File: src/rtl/inst_loader.sv
`default_nettype none
// +---------------------------------------------------------------------------------+
// | inst_loader : byte stream (LE count N, then 4*N LE payload bytes) -> instruction |
// | RAM writes; holds the core in reset until a program has loaded.                 |
// | Optional trailing XOR checksum byte: define INST_LOADER_CHECKSUM_EN.            |
// | Rev 1.0                                                                         |
// +---------------------------------------------------------------------------------+
module inst_loader #(
   parameter int unsigned  W         = 32,
   parameter logic [W-1:0] BASE_ADDR = '0,
   parameter int unsigned  MAX_WORDS = 2048
) (
   input  logic         clk,
   input  logic         rst_n,
   input  logic         start,
   input  logic [7:0]   byte_in,
   input  logic         byte_valid,
   output logic         byte_ready,
   output logic         is_write,
   output logic [W-1:0] im_addr,
   output logic [W-1:0] im_inst,
   output logic         core_hold,
   output logic         done,
   output logic         error,
   output logic [15:0]  words_loaded
);

   typedef enum logic [2:0] {
      ST_IDLE  = 3'd0,
      ST_LEN0  = 3'd1,
      ST_LEN1  = 3'd2,
      ST_DATA  = 3'd3,
      ST_WRITE = 3'd4,
      ST_CSUM  = 3'd5,
      ST_DONE  = 3'd6,
      ST_ERR   = 3'd7
   } state_t;

   state_t         state_q, state_d;
   logic [15:0]    n_q, n_d;
   logic [31:0]    word_q, word_d;
   logic [1:0]     byte_cnt_q, byte_cnt_d;
   logic [15:0]    words_loaded_q, words_loaded_d;
   logic           byte_ready_q, byte_ready_d;
   logic           is_write_q, is_write_d;
   logic [W-1:0]   im_addr_q, im_addr_d;
   logic [W-1:0]   im_inst_q, im_inst_d;
   logic           core_hold_q, core_hold_d;
   logic           done_q, done_d;
   logic           error_q, error_d;
`ifdef INST_LOADER_CHECKSUM_EN
   logic [7:0]     csum_q, csum_d;
`endif

   logic           xfer;
   logic [15:0]    len_full;
   logic [31:0]    word_full;
   logic [W-1:0]   wr_addr;
   logic [16:0]    next_k;

   assign xfer      = byte_valid & byte_ready_q;
   assign len_full  = {byte_in, n_q[7:0]};
   // Bytes shift in from the top so the first byte ends up in [7:0] after four transfers.
   assign word_full = {byte_in, word_q[31:8]};
   assign wr_addr   = BASE_ADDR + W'({words_loaded_q, 2'b00});
   assign next_k    = {1'b0, words_loaded_q} + 17'd1;

   always_comb begin
      state_d        = state_q;
      n_d            = n_q;
      word_d         = word_q;
      byte_cnt_d     = byte_cnt_q;
      words_loaded_d = words_loaded_q;
      im_addr_d      = im_addr_q;
      im_inst_d      = im_inst_q;
`ifdef INST_LOADER_CHECKSUM_EN
      csum_d         = csum_q;
`endif

      case (state_q)
         ST_IDLE, ST_DONE, ST_ERR: begin
            if (start) begin
               state_d        = ST_LEN0;
               words_loaded_d = 16'd0;
               byte_cnt_d     = 2'd0;
`ifdef INST_LOADER_CHECKSUM_EN
               csum_d         = 8'h00;
`endif
            end
         end
         ST_LEN0: begin
            if (xfer) begin
               n_d[7:0] = byte_in;
               state_d  = ST_LEN1;
            end
         end
         ST_LEN1: begin
            if (xfer) begin
               n_d[15:8] = byte_in;
               if (len_full == 16'd0) begin
`ifdef INST_LOADER_CHECKSUM_EN
                  state_d = ST_CSUM;
`else
                  state_d = ST_DONE;
`endif
               end else if ({16'd0, len_full} > MAX_WORDS) begin
                  state_d = ST_ERR;
               end else begin
                  state_d = ST_DATA;
               end
            end
         end
         ST_DATA: begin
            if (xfer) begin
               word_d     = word_full;
               byte_cnt_d = byte_cnt_q + 2'd1;
`ifdef INST_LOADER_CHECKSUM_EN
               csum_d     = csum_q ^ byte_in;
`endif
               if (byte_cnt_q == 2'd3) begin
                  state_d   = ST_WRITE;
                  im_inst_d = W'(word_full);
                  im_addr_d = wr_addr;
               end
            end
         end
         ST_WRITE: begin
            words_loaded_d = words_loaded_q + 16'd1;
            if (next_k < {1'b0, n_q}) begin
               state_d = ST_DATA;
            end else begin
`ifdef INST_LOADER_CHECKSUM_EN
               state_d = ST_CSUM;
`else
               state_d = ST_DONE;
`endif
            end
         end
`ifdef INST_LOADER_CHECKSUM_EN
         ST_CSUM: begin
            if (xfer) begin
               state_d = (byte_in == csum_q) ? ST_DONE : ST_ERR;
            end
         end
`endif
         default: state_d = ST_IDLE;
      endcase

      // Outputs are registered from the next state so they line up with the state they describe.
      byte_ready_d = (state_d == ST_LEN0) || (state_d == ST_LEN1) ||
                     (state_d == ST_DATA) || (state_d == ST_CSUM);
      is_write_d   = (state_d == ST_WRITE);
      core_hold_d  = (state_d != ST_DONE);
      done_d       = (state_d == ST_DONE);
      error_d      = (state_d == ST_ERR);
   end

   always_ff @(posedge clk or negedge rst_n) begin
      if (!rst_n) begin
         state_q        <= ST_IDLE;
         n_q            <= 16'd0;
         word_q         <= 32'd0;
         byte_cnt_q     <= 2'd0;
         words_loaded_q <= 16'd0;
         byte_ready_q   <= 1'b0;
         is_write_q     <= 1'b0;
         im_addr_q      <= BASE_ADDR;
         im_inst_q      <= '0;
         core_hold_q    <= 1'b1;
         done_q         <= 1'b0;
         error_q        <= 1'b0;
`ifdef INST_LOADER_CHECKSUM_EN
         csum_q         <= 8'h00;
`endif
      end else begin
         state_q        <= state_d;
         n_q            <= n_d;
         word_q         <= word_d;
         byte_cnt_q     <= byte_cnt_d;
         words_loaded_q <= words_loaded_d;
         byte_ready_q   <= byte_ready_d;
         is_write_q     <= is_write_d;
         im_addr_q      <= im_addr_d;
         im_inst_q      <= im_inst_d;
         core_hold_q    <= core_hold_d;
         done_q         <= done_d;
         error_q        <= error_d;
`ifdef INST_LOADER_CHECKSUM_EN
         csum_q         <= csum_d;
`endif
      end
   end

   assign byte_ready   = byte_ready_q;
   assign is_write     = is_write_q;
   assign im_addr      = im_addr_q;
   assign im_inst      = im_inst_q;
   assign core_hold    = core_hold_q;
   assign done         = done_q;
   assign error        = error_q;
   assign words_loaded = words_loaded_q;

endmodule
`default_nettype wire

File: config.mk
export PLATFORM = sky130hd
export DESIGN_NAME = inst_loader
export DESIGN_NICKNAME = d
export VERILOG_FILES = /design/src/rtl/inst_loader.sv
export SDC_FILE = /design/constraint.sdc
export NUM_CORES = 1
export LEC_CHECK = 0
export ABC_AREA = 1
export CAP_MARGIN = 10
export CORE_AREA = 4 4 75 146
export CTS_BUF_LIST = sky130_fd_sc_hd__clkbuf_4
export DETAILED_ROUTE_END_ITERATION = 8
export DIE_AREA = 0 0 79 150
export GPL_TIMING_DRIVEN = 0
export PLACE_DENSITY = 0.82
export SLEW_MARGIN = 20
export SYNTH_ARGS = -nofsm -noshare
export SYNTH_HDL_FRONTEND = slang
export SYNTH_SLANG_ARGS = --single-unit
export TNS_END_PERCENT = 100
File: constraint.sdc
create_clock -name clk -period 6.2 [get_ports clk]
set_input_delay 0.93 -clock clk [delete_from_list [all_inputs] [get_ports clk]]
set_output_delay 0.93 -clock clk [all_outputs]
set_load 0.01 [all_outputs]
==> PnR_summary.wiki, run 1 <==
{| class="wikitable"
! Metric !! Value
|-
| Fraction of registers with async set or reset after synthesis || 1.00
|-
| Worst Skew || 17.0 ps
|-
| Longest individual stage delay on the worst path || 450 ps
|-
| Netlist Area Pre-Place || 5250 µm²
|-
| Clock transition at path regs || 110 ps
|-
| Fin worst setup slack || 3070 ps
|-
| Number of synthesized register bits || 114
|-
| Class of the worst hold path || in -> async
|-
| Cell-by-cell listing of the critical path || ha_1, nand2_1, nor2_1, inv_1, nor2_1, nand4_1, or2_2, nand2_1, inv_1, ha_1, and3_1, nor3b_1, nand2_1, nand2_1, nand2_1, nand2_1, nand2_1, nor2_2, inv_2
|-
| Outcome || finished, final reports clean
|-
| Worst hold margin || 382 ps
|-
| Area growth from synthesis to layout || 25.4%
|-
| Core region area || 9830 µm²
|-
| Maximum number of pins on one net before global-route repair || 63
|-
| Number of CTS-inserted buffers || 17
|-
| Portion of the post-synthesis area used by sequential elements || 0.543
|-
| DR iter-0 viols || 237
|-
| Clock buffer depth || 2
|-
| DRC || 0
|-
| Top FF cell, synth || sky130_fd_sc_hd__dfrtp_1
|-
| Critical path start-end classification || reg -> reg
|-
| IR Drop Worst-Case VDD || 0.259 mV
|-
| Static leakage power || 3.24 nW
|-
| Global-route wire length before repair || 21500 µm
|-
| Area leader, netlist || sky130_fd_sc_hd__dfrtp_1
|-
| Fin Setup TNS || 0 ps
|-
| Post-CTS Resized || 0
|-
| Post-synthesis cell count || 616
|-
| Cell type group with the largest total delay on the critical path || simple AND/OR/NAND/NOR gates
|-
| Max-capacitance violation count || 0
|-
| Placed Cells || 844
|-
| Crit-path max FO || 5
|-
| Die Footprint || 11900 µm²
|-
| Critical Path Most Common Cell || sky130_fd_sc_hd__nand2_1
|-
| Final min period || 3130 ps
|-
| Period Utilization, post-route || 0.505
|-
| Drt first pass iters || 4
|-
| DRT antenna net count || 0
|-
| Number of library cell types mapped by synthesis || 32
|-
| Power density over the cells || 398 nW/µm²
|-
| Startpoint type of the worst setup path || flop
|-
| Wire length reported by the detailed router || 12900 µm
|-
| Number of sinks handled by clock tree synthesis || 114
|-
| Number of H-tree levels || 4
|-
| Per-cell via count in the routed design || 5.08
|-
| Overall global routing resource usage || 0.233
|-
| Width of the die || 79 µm
|-
| Max-slew violation count || 0
|-
| Worst path buffer plus inverter count || 3
|-
| Total global routing overflow || 0
|-
| Required time reported for the critical path endpoint || 6660 ps
|-
| Clock tree from TritonCTS || done
|-
| DP Wirelength || 9890 µm
|-
| Antenna violations before repair || 1
|-
| Commonest non-fill, non-tap cells in the layout || sky130_fd_sc_hd__nand2_1, sky130_fd_sc_hd__dfrtp_1, sky130_fd_sc_hd__inv_1
|-
| Most frequent standard cell in the layout excluding fill and tap cells || sky130_fd_sc_hd__nand2_1
|-
| Routability congestion estimate from global placement || 0.945
|-
| Post-Layout Cell Count || 877
|-
| Number of placement rows || 51
|-
| Share of post-route cells with drive strength above 1 || 0.105
|-
| Die Y-Extent || 150 µm
|-
| FMAX || 320 MHz
|-
| Number of enable flip-flop cells after synthesis || 0
|-
| # IOs || 97
|-
| Routed vias || 4453
|-
| Final routed wire length divided by cell count || 14.7 µm
|-
| Average instance area after synthesis || 8.52 µm²
|-
| Hold-fix buffers at CTS || 0
|-
| Via count of the first global-routing pass || 4609
|-
| Cell type of the slowest stage on the worst timing path || sky130_fd_sc_hd__dfrtp_1
|-
| Ranking of synthesized cells by area || sky130_fd_sc_hd__dfrtp_1, sky130_fd_sc_hd__nand2_1, sky130_fd_sc_hd__inv_1
|-
| Effective utilization at floorplan || 0.534
|-
| Setup repair after global routing missed its margin || no
|-
| Post-CTS Setup Inserts || 0
|-
| Yosys warnings || 0
|-
| Data arrival time at the worst-slack endpoint || 3590 ps
|-
| Setup violations, final || 0
|-
| Post-layout net count || 760
|-
| Actual slew at the worst max-slew pin || 591 ps
|-
| Dpl ws || 3120 ps
|-
| Number of buffer cells added on primary ports || 80
|-
| Area share of the largest cell type after synthesis || 0.538
|-
| Critical path capture point type || flop
|-
| Clock Latency Late Sink || 510 ps
|-
| Clk Tree Root Cell || sky130_fd_sc_hd__clkbuf_4
|-
| Max_slew headroom || 0.606
|-
| Endpoints failing hold || 0
|}
-- kinds of logic (layout without fill, tap and decap cells) --
group                      after synthesis  count (layout)  synth area share
xor gates and xnor gates                 6               6            0.0100
buffers and inverters                  124             237             0.104
adders and majority gates               17              17            0.0405
and+or+nand+nor                        235             235             0.184
other                                    1              17          0.000714
DFF                                    114             114             0.543
AOI/OAI and AO/OA                      119             119             0.117
-- flip-flops by register name, summed over array words and instances, names as in the netlist --
register	cells
core_hold	1
im_addr	16
is_write	1
byte_cnt_q	2
done	1
byte_ready	1
state_q	3
word_q	24
n_q	16
words_loaded	16
im_inst	32
error	1
-- path summary, 6_finish.rpt --
kind                                to            start  slack (ps)  cells after the start
max                          core_hold  words_loaded[0]        3070                     19
min                        im_inst[21]            rst_n         380                      1
max reg2reg                  core_hold  words_loaded[0]        3070                     19
min reg2reg                 word_q[11]       word_q[19]         490                      2
max in group asynchronous  im_addr[14]            rst_n        5140                      2
min in group clk            word_q[11]       word_q[19]         490                      2
-- synthesized netlist by cell type, types with 3 or more instances --
master	number
sky130_fd_sc_hd__inv_2	7
sky130_fd_sc_hd__buf_4	18
sky130_fd_sc_hd__buf_2	9
sky130_fd_sc_hd__inv_1	83
sky130_fd_sc_hd__nand2_1	171
sky130_fd_sc_hd__dfrtp_1	113
sky130_fd_sc_hd__nor2_1	31
sky130_fd_sc_hd__nor2_2	3
sky130_fd_sc_hd__nand4_1	3
sky130_fd_sc_hd__o21ai_1	45
sky130_fd_sc_hd__ha_1	17
sky130_fd_sc_hd__xor2_1	6
sky130_fd_sc_hd__or2_2	3
sky130_fd_sc_hd__nor3_1	3
sky130_fd_sc_hd__o22ai_1	7
sky130_fd_sc_hd__a21oi_1	9
sky130_fd_sc_hd__nand3_1	15
sky130_fd_sc_hd__o21ai_0	53
sky130_fd_sc_hd__clkbuf_1	7
-- power by group --
group	switching (mW)	total, mW	leakage [nW]	internal [mW]
clock	0.292	0.540	0.147	0.248
combinational	0.510	0.928	1.60	0.418
sequential	0.151	1.15	1.49	1.00
total	0.954	2.62	3.24	1.67
-- routing by layer --
metal	vias up	GRT usage	routed length (µm)
li1	2157	-	-
met1	2130	0.243	4640
met2	130	0.429	7210
met3	36	0.0464	565
met4	0	0.121	454
met5	-	0	0
-- per-stage QoR --
stage	area, µm²	utilization	power (mW)
3_3_place_gp	6270	0.638	2.04
4_1_cts	6580	0.670	2.63
5_1_grt	6580	0.670	2.81
3_5_place_dp	6300	0.641	2.09
2_1_floorplan	5310	-	1.65
6_report	6580	0.670	2.62
-- layout make-up --
cell class,count,area (µm²)
diodes,1,2.50
fillers,850,3240
well taps,132,165
repair buffers,81,830
clock inverters,13,136
flip-flops and latches,114,2850
multi-input cells,393,1910
inverters,90,338
plain buffers,34,206
clock buffers,19,143
(Power assumes the default switching activity.)
==> run 2: changes to the inputs <==
--- a/config.mk
+++ b/config.mk
@@ -7,10 +7,10 @@
 export LEC_CHECK = 0
 export ABC_AREA = 1
 export CAP_MARGIN = 10
-export CORE_AREA = 4 4 75 146
+export CORE_AREA = 4 4 75 147
 export CTS_BUF_LIST = sky130_fd_sc_hd__clkbuf_4
 export DETAILED_ROUTE_END_ITERATION = 8
-export DIE_AREA = 0 0 79 150
+export DIE_AREA = 0 0 79 151
 export GPL_TIMING_DRIVEN = 0
 export PLACE_DENSITY = 0.82
 export SLEW_MARGIN = 20
==> constraint.sdc (replaced) <==
create_clock -name clk -period 3.1 [get_ports clk]
set_input_delay 0.465 -clock clk [delete_from_list [all_inputs] [get_ports clk]]
set_output_delay 0.465 -clock clk [all_outputs]
set_load 0.01 [all_outputs]
==> run 2 against run 1 <==
Compared with the run above:
- global-route usage shrank 0.58 points
- sequential share of layout area shrank 0.64 points
- non-clock buffer count grew 3
==> PnR_summary.wiki, run 2 (same netlist as run 1, synthesis figures left out) <==
{| class="wikitable"
! Metric !! Value
|-
| Setup violations, final || 0 (unchanged)
|-
| Area growth from synthesis to layout || 27.3% (was 25.4%)
|-
| Clock transition at path regs || 110 ps (about the same)
|-
| Antenna violations before repair || 1 (unchanged)
|-
| Number of H-tree levels || 4 (unchanged)
|-
| Outcome || finished, final reports clean (unchanged)
|-
| Placed Cells || 847 (was 844)
|-
| Critical path capture point type || flop (unchanged)
|-
| DR iter-0 viols || 274 (was 237)
|-
| Actual slew at the worst max-slew pin || 634 ps (was 591 ps)
|-
| Post-Layout Cell Count || 883 (was 877)
|-
| DRC || 0 (unchanged)
|-
| Routed vias || 4493 (was 4453)
|-
| Core region area || 10000 µm² (was 9830 µm²)
|-
| Drt first pass iters || 7 (was 4)
|-
| Total global routing overflow || 0 (unchanged)
|-
| Clock buffer depth || 2 (unchanged)
|-
| Max-capacitance violation count || 0 (unchanged)
|-
| Startpoint type of the worst setup path || flop (unchanged)
|-
| Class of the worst hold path || reg -> reg (was in -> async)
|-
| Per-cell via count in the routed design || 5.09 (was 5.08)
|-
| FMAX || 351 MHz (was 320 MHz)
|-
| Fin area || 6690 µm² (was 6580 µm²)
|-
| Max_slew headroom || 0.578 (was 0.606)
|-
| Critical path start-end classification || reg -> reg (unchanged)
|-
| Worst hold margin || 489 ps (was 382 ps)
|-
| Post-placement cell area || 6300 µm² (about the same)
|-
| IR Drop Worst-Case VDD || 0.514 mV (was 0.259 mV)
|-
| Routability congestion estimate from global placement || 0.899 (was 0.945)
|-
| Clk Tree Root Cell || sky130_fd_sc_hd__clkbuf_4 (unchanged)
|-
| Fill cell count || 825 (was 850)
|-
| Setup repair after global routing missed its margin || no (unchanged)
|-
| Static leakage power || 3.27 nW (was 3.24 nW)
|-
| Final routed wire length divided by cell count || 14.5 µm (was 14.7 µm)
|-
| Via count of the first global-routing pass || 4532 (was 4609)
|-
| Clock tree from TritonCTS || done (unchanged)
|-
| Number of buffer cells added on primary ports || 80 (unchanged)
|-
| Clock Latency Late Sink || 520 ps (was 510 ps)
|-
| Die Y-Extent || 151 µm (was 150 µm)
|-
| Data arrival time at the worst-slack endpoint || 3320 ps (was 3590 ps)
|-
| Share of post-route cells with drive strength above 1 || 0.115 (was 0.105)
|-
| Die Footprint || 11900 µm² (about the same)
|-
| Overall global routing resource usage || 0.227 (was 0.233)
|-
| Power density over the cells || 811 nW/µm² (was 398 nW/µm²)
|-
| Crit-path max FO || 4 (was 5)
|-
| Final min period || 2850 ps (was 3130 ps)
|-
| DRT antenna net count || 0 (unchanged)
|-
| Wire length reported by the detailed router || 12800 µm (was 12900 µm)
|-
| Required time reported for the critical path endpoint || 3560 ps (was 6660 ps)
|-
| Maximum number of pins on one net before global-route repair || 69 (was 63)
|-
| # IOs || 97 (unchanged)
|-
| DP Wirelength || 9640 µm (was 9890 µm)
|-
| Most frequent standard cell in the layout excluding fill and tap cells || sky130_fd_sc_hd__nand2_1 (unchanged)
|-
| Effective utilization at floorplan || 0.524 (was 0.534)
|-
| Number of placement rows || 52 (was 51)
|-
| Global-route wire length before repair || 21000 µm (was 21500 µm)
|-
| Power consumption || 5.42 mW (was 2.62 mW)
|-
| Width of the die || 79 µm (unchanged)
|-
| Endpoints failing hold || 0 (unchanged)
|-
| Number of sinks handled by clock tree synthesis || 114 (unchanged)
|-
| Number of CTS-inserted buffers || 17 (unchanged)
|-
| Max FFs per register || 32 (unchanged)
|-
| Max-slew violation count || 0 (unchanged)
|-
| Commonest non-fill, non-tap cells in the layout || sky130_fd_sc_hd__nand2_1, sky130_fd_sc_hd__dfrtp_1, sky130_fd_sc_hd__inv_1 (unchanged)
|-
| Period Utilization, post-route || 0.920 (was 0.505)
|-
| Post-layout net count || 763 (was 760)
|-
| Worst Skew || 22.4 ps (was 17.0 ps)
|}
-- run 2: cell count changes in the layout (fill, tap and decap cells not counted), moves of 2 or more --
cell,delta
sky130_fd_sc_hd__nor2_1,-2
sky130_fd_sc_hd__nor2_4,+3
sky130_fd_sc_hd__buf_4,+2
sky130_fd_sc_hd__bufinv_16,+2
-- run 2: path summary, 6_finish.rpt --
| path | from | end | slack, ps | depth (start not counted) |
|---|---|---|---|---|
| worst min-delay path | im_inst[22] | im_inst[22] | 490 | 2 |
| max in group asynchronous | rst_n | word_q[24] | 1930 | 3 |
| min in group asynchronous | rst_n | words_loaded[4] | 520 | 2 |
| worst min register to register | im_inst[22] | im_inst[22] | 490 | 2 |
| worst max register to register | words_loaded[4] | core_hold | 250 | 16 |
| worst max-delay path | words_loaded[4] | core_hold | 250 | 16 |
-- run 2: critical path, cell delays in order (launching register included) --
cell and delay, ps:
sky130_fd_sc_hd__dfrtp_1 430, sky130_fd_sc_hd__nand2_1 160, sky130_fd_sc_hd__nor2_1 210, sky130_fd_sc_hd__nand2_1 130, sky130_fd_sc_hd__nor3_2 220, sky130_fd_sc_hd__a21oi_1 120
sky130_fd_sc_hd__or2_2 320, sky130_fd_sc_hd__ha_1 280, sky130_fd_sc_hd__and3_1 160, sky130_fd_sc_hd__nor3b_2 170, sky130_fd_sc_hd__nand2_1 70, sky130_fd_sc_hd__nand2_1 120
sky130_fd_sc_hd__nand2_1 70, sky130_fd_sc_hd__nand2_1 80, sky130_fd_sc_hd__nand2_1 100, sky130_fd_sc_hd__nor2_4 130, sky130_fd_sc_hd__inv_2 30
-- run 2: routing by layer --
metal | global-route usage | wire length [µm] | vias up
li1 | - | - | 2160
met1 | 0.241 | 4550 | 2126
met2 | 0.412 | 7060 | 158
met5 | 0 | 0 | -
met4 | 0.122 | 595 | 0
met3 | 0.0482 | 600 | 49
-- run 2: cell type report --
cell class                 instances  area, µm²  area share
tap                              135        169      0.0253
buffer                            34        206      0.0309
antenna                            1       2.50    0.000374
clock buffer                      19        143      0.0213
clock inverter                    13        184      0.0275
multi-input combinational        393       1940       0.290
timing repair buffer              84        847       0.127
sequential                       114       2860       0.427
inverter                          90        338      0.0505
-- run 2: where the power goes --
part           total, mW  switching (mW)  internal [mW]
combinational       1.89            1.04          0.849
sequential          2.30           0.292           2.00
clock               1.24           0.580          0.660
-- run 2: timing repair --
item | 4_1_cts | 5_1_grt
hold buffers | 1 | 0
setup endpoints to repair | 2 | 6
buffers inserted | 0 | 2
hold endpoints to repair | 66 | 0
resized for setup | 1 | 8
-- run 2: stage by stage --
step,TNS [ps],setup slack (ps),util
detailed placement,-1.96,-1.96,0.629
finish,0,248,0.667
global placement,-284460,-2510,0.626
CTS,0,43.5,0.662
floorplan,0,458,-
global route,0,28.9,0.667
==> edit 1: new RTL, config.mk and constraints of run 2 <==
Add a define of `INST_LOADER_CHECKSUM_EN`.
--- a/src/rtl/inst_loader.sv
+++ b/src/rtl/inst_loader.sv
@@ -7,2 +7,4 @@
 // +---------------------------------------------------------------------------------+
+`define INST_LOADER_CHECKSUM_EN
+
 module inst_loader #(
Check against the original RTL: not equivalent (a bounded check fails within 4 cycles, from zero or initial values and one cycle with rst_n low).
==> edit 1 against run 2 <==
  * Clock power is 15% higher
  * Cell area is 9.2% higher
  * Sequential cell count is 8 higher
  * Area after synthesis is 9.7% higher
  * Maximum frequency is 2.8% lower
  * Routed wire length is 15% higher
  * Power is 6.4% lower
  * Non-clock buffer count is 7 higher
  * Setup slack worse by 0.082 ns
  * Critical path type unchanged
==> edit 1: results (changes against run 2) <==
- Status: finished, final reports clean
- Via density: 5.27 (+3.7%)
- Async set-reset flop share out of synthesis: 100% (unchanged)
- Met3 WL post-DR: 629 µm (+4.8%)
- First-pass GRT wire length: 23900 µm (+14%)
- RR Startpoint: words_loaded[1]
- Layout cells sized above 1: 13.1% (+1.6 points)
- Post-DP HPWL: 11000 µm (+14%)
- Startpoint Class: register
- Avg Inst Size Synth: 8.58 µm² (+0.60%)
- RePlAce Congestion: 0.943 (+4.9%)
- Post-DP Area: 6820 µm² (+8.2%)
- Worst vdd ir: 0.000517 V (+0.75%)
- Met1 Use GR: 26.5% (+2.4 points)
- DRT iter0 DRCs: 368 (+34%)
- Drt pass-1 iters: 6 (-1)
- Largest net degree at the start of global routing: 83 (+20%)
- Final hold slack: 0.404 ns (-0.0845 ns)
- Via count: 4974 (+11%)
- Clock buffer depth: 2 (unchanged)
- Netlist cell types: 37 (+16%)
- Max Fanout on Critical Path: 4 (unchanged)
- Setup WS pre-CTS: 0.0242 ns (+0.0261 ns)
- Worst Path Arrival: 3.35 ns (+0.03 ns)
- Max_slew headroom: 57.2% (-0.53 points)
- Worst reg-to-reg path cell count: 21 (+5)
- # fillers: 761 (-7.8%)
- Yosys Warn Count: 0 (unchanged)
- R2R Path End: byte_ready
- Number of global-route vias before repair: 5095 (+12%)
- Fin nets: 823 (+7.9%)
- HP Class: input pin to asynchronous set/reset pin
- Post-synth top cells: 171 x nand2_1, 121 x dfrtp_1, 86 x inv_1
- Switching Power: 1780 µW (-6.9%)
- Layout area overhead: 26.7%
- Met3 global-route usage: 4.58% (-0.24 points)
- Placed Cells: 903 (+6.6%)
- Post-synthesis sequential area ratio: 53.0% (-1.4 points)
- Total GRT Usage: 26.2% (+3.5 points)
- Area contributors post-synth: dfrtp_1 53%, nand2_1 11%, o21ai_0 6.6%
- Number of buffers created by CTS: 17 (unchanged)
- Clk_skew: 0.0152 ns (-0.00718 ns)
- Final wirelength: 14800 µm (+15%)
- Metal-1 WL: 4920 µm (+8.2%)
- Grt met2 use: 48.6% (+7.3 points)
- Routed length on met2: 8550 µm (+21%)
- Static leakage: 0.00360 µW (+10%)
- Initial antenna violation count: 1 (unchanged)
- Flop-to-flop setup slack: 0.17 ns (-0.08 ns)
## edit 1: cells by family after synthesis
group / count (synthesis) / synth area share, %
buffers and inverters: 132 / 10.5
adders and majority gates: 17 / 3.69
xor gates and xnor gates: 15 / 2.41
DFF: 122 / 53.0
and+or+nand+nor: 264 / 19.3
other: 1 / 0.0651
AOI/OAI and AO/OA: 121 / 11.1
## edit 1: critical path, stage by stage, from the launching register on
cell and delay, ns:
dfrtp_1 0.42, ha_2 0.20, nand2_1 0.07, inv_1 0.08, nand2_1 0.07, nor2_2 0.11
nand2_1 0.11, nor2_4 0.17, nand3_2 0.10, xor2_2 0.21, inv_1 0.07, ha_1 0.32
a21oi_2 0.15, o21bai_1 0.07, nor2_1 0.08, nand2_1 0.08, inv_1 0.07, nand3_1 0.08
nand2_2 0.12, nand2_1 0.09, nand2_1 0.08, nand2_1 0.08
## edit 1: cell type report
type | instances | share of cell area (%)
antenna | 1 | 0.0343
buffer | 37 | 3.39
clock buffer | 19 | 1.95
clock inverter | 13 | 3.07
inverter | 95 | 4.88
multi-input combinational | 433 | 30.4
sequential | 122 | 41.9
tap | 135 | 2.31
timing repair buffer | 88 | 12.1
## edit 1: worst max path at each step
stage / slack (ns) / end
floorplan: 0.53 / byte_ready
global placement: -2.93 / im_addr[16]
detailed placement: 0.02 / byte_ready
CTS: 0.05 / byte_ready
global route: -0.02 / byte_ready
finish: 0.17 / byte_ready
## edit 1: power groups by stage
stage,sequential (µW),combinational (µW),clock [µW]
2_1_floorplan,2110,997,0
3_3_place_gp,2120,1360,0
3_5_place_dp,2140,1470,0
4_1_cts,2110,1490,1430
5_1_grt,2140,1760,1510
6_report,2110,1550,1420
==> edit 2: new RTL, settings of run 2 <==
Without the edit above. Take the reset off `word_q` and load it in a clocked block of its own.
--- a/src/rtl/inst_loader.sv
+++ b/src/rtl/inst_loader.sv
@@ -161,3 +161,2 @@
          n_q            <= 16'd0;
-         word_q         <= 32'd0;
          byte_cnt_q     <= 2'd0;
@@ -177,3 +176,2 @@
          n_q            <= n_d;
-         word_q         <= word_d;
          byte_cnt_q     <= byte_cnt_d;
@@ -193,2 +191,6 @@
 
+   always_ff @(posedge clk) begin
+      word_q <= word_d;
+   end
+
    assign byte_ready   = byte_ready_q;
Function: same outputs for any inputs over 10 cycles, from zero or initial values and one cycle with rst_n low; that may be too few to reach the edited logic, so the function may still have changed.
==> edit 2 against run 2 <==
  * Power fell by 19%
  * Sequential share of layout area increased by 2.7 points
  * Routed wire length fell by 1.9%
  * Synthesized cell count down 9.7%
  * First-iteration DRC count grew 2.2%
  * Area after synthesis decreased by 2.7%
  * Critical path depth increased by 4
  * Sequential cell count unchanged
  * Setup slack worse by 0.12 ns
  * Cell area down 2.0%
  * Maximum frequency decreased by 4.2%
  * Count of clock-buffer cells in the layout unchanged
  * Combinational power down 38%
==> edit 2: results (changes against run 2) <==
- Status: finished, final reports clean
- Max Fanout on Critical Path: 5 (+1)
- Logic inverters: 66 (-27%)
- Post-CTS sizing: 0 (-1)
- Post-synthesis sequential area ratio: 58.2% (+3.8 points)
- Worst reg-to-reg path cell count: 20 (+4)
- Async set-reset flop share out of synthesis: 78.9% (-21 points)
- Clock-net power: 1180 µW (-5%)
- Total GRT Usage: 22.7% (about the same)
- Avg Inst Size Synth: 9.19 µm² (+7.8%)
- Seq. cell area: 2970 µm² (+4.2%)
- Switching Power: 1400 µW (-27%)
- Flop-to-flop setup slack: 0.12 ns (-0.12 ns)
- EDFF count, synth: 24 (+24)
- Post-synth top cells: 180 x nand2_1, 89 x dfrtp_1, 63 x inv_1
- DRT iter0 DRCs: 280 (+2.2%)
- Grt met2 use: 41.4% (+0.21 points)
- Met1 Use GR: 23.6% (-0.55 points)
- Metal-1 WL: 4400 µm (-3.3%)
- Clk cell area share: 4.72% (-0.17 points)
- Max_slew headroom: 61.8% (+4.1 points)
- Met3 WL post-DR: 670 µm (+12%)
- Netlist cell types: 28 (-13%)
- Layout cells sized above 1: 12.6% (+1.1 points)
- Via density: 5.03 (-1.1%)
- FFs & Latches: 114 (unchanged)
- Multi-input logic area: 1760 µm² (-9.4%)
- Largest net degree at the start of global routing: 54 (-22%)
- Fin nets: 707 (-7.3%)
- Crit. Startpoint: words_loaded[0]
- Signal buffers share of area: 16.7% (+0.90 points)
- Met3 global-route usage: 5.60% (+0.77 points)
- Static leakage: 0.00318 µW (-2.9%)
- Post-DP HPWL: 9450 µm (-2.0%)
- Worst Path Arrival: 3.39 ns (+0.07 ns)
- Comb group: 1180 µW (-38%)
- RePlAce Congestion: 0.901 (+0.24%)
- Clk_lat worst skew: 0.51 ns
- Routed length on met2: 7050 µm (-0.13%)
- Number of global-route vias before repair: 4319 (-4.7%)
- Count of multi-input gates: 361 (-8.1%)
- Worst vdd ir: 0.000422 V (-18%)
- Initial antenna violation count: 1 (unchanged)
- Area contributors post-synth: dfrtp_1 44%, edfxtp_1 14%, nand2_1 13%
- Placed Cells: 787 (-7.1%)
- HP Class: input pin to asynchronous set/reset pin
- # fillers: 823 (-0.24%)
- Via count: 4160 (-7.4%)
- R2R Path End: byte_ready
- Drt pass-1 iters: 6 (-1)
- Final hold slack: 0.459 ns (-0.0292 ns)
- Drt wl/cell: 15.2 µm (+4.8%)
edit 2: cell count changes in the layout (fill, tap and decap cells not counted), sizes merged, moves of 4 or more:
cell | before | now
clkbuf | 26 | 22
inv | 92 | 66
dfrtp | 113 | 89
edfxtp | 0 | 24
buf | 31 | 35
nand2 | 172 | 188
o21ai | 98 | 55
edit 2: metrics by stage:
step / power (µW) / area (µm²) / setup WS, ns
2_1_floorplan: 2700 / 5170 / 0.432
3_3_place_gp: 3140 / 6140 / -1.61
3_5_place_dp: 3230 / 6160 / 0.100
4_1_cts: 4420 / 6480 / 0.0506
5_1_grt: 4680 / 6550 / -0.0927
6_report: 4400 / 6550 / 0.124
edit 2: logic make-up after synthesis:
group	synth area share, %
AND/OR/NAND/NOR	19.8
flip-flops	58.2
buffers and inverters	8.96
AO/OA/AOI/OAI	7.27
adder cells (fa/ha/maj)	4.16
XOR/XNOR	1.54
other	0.0734
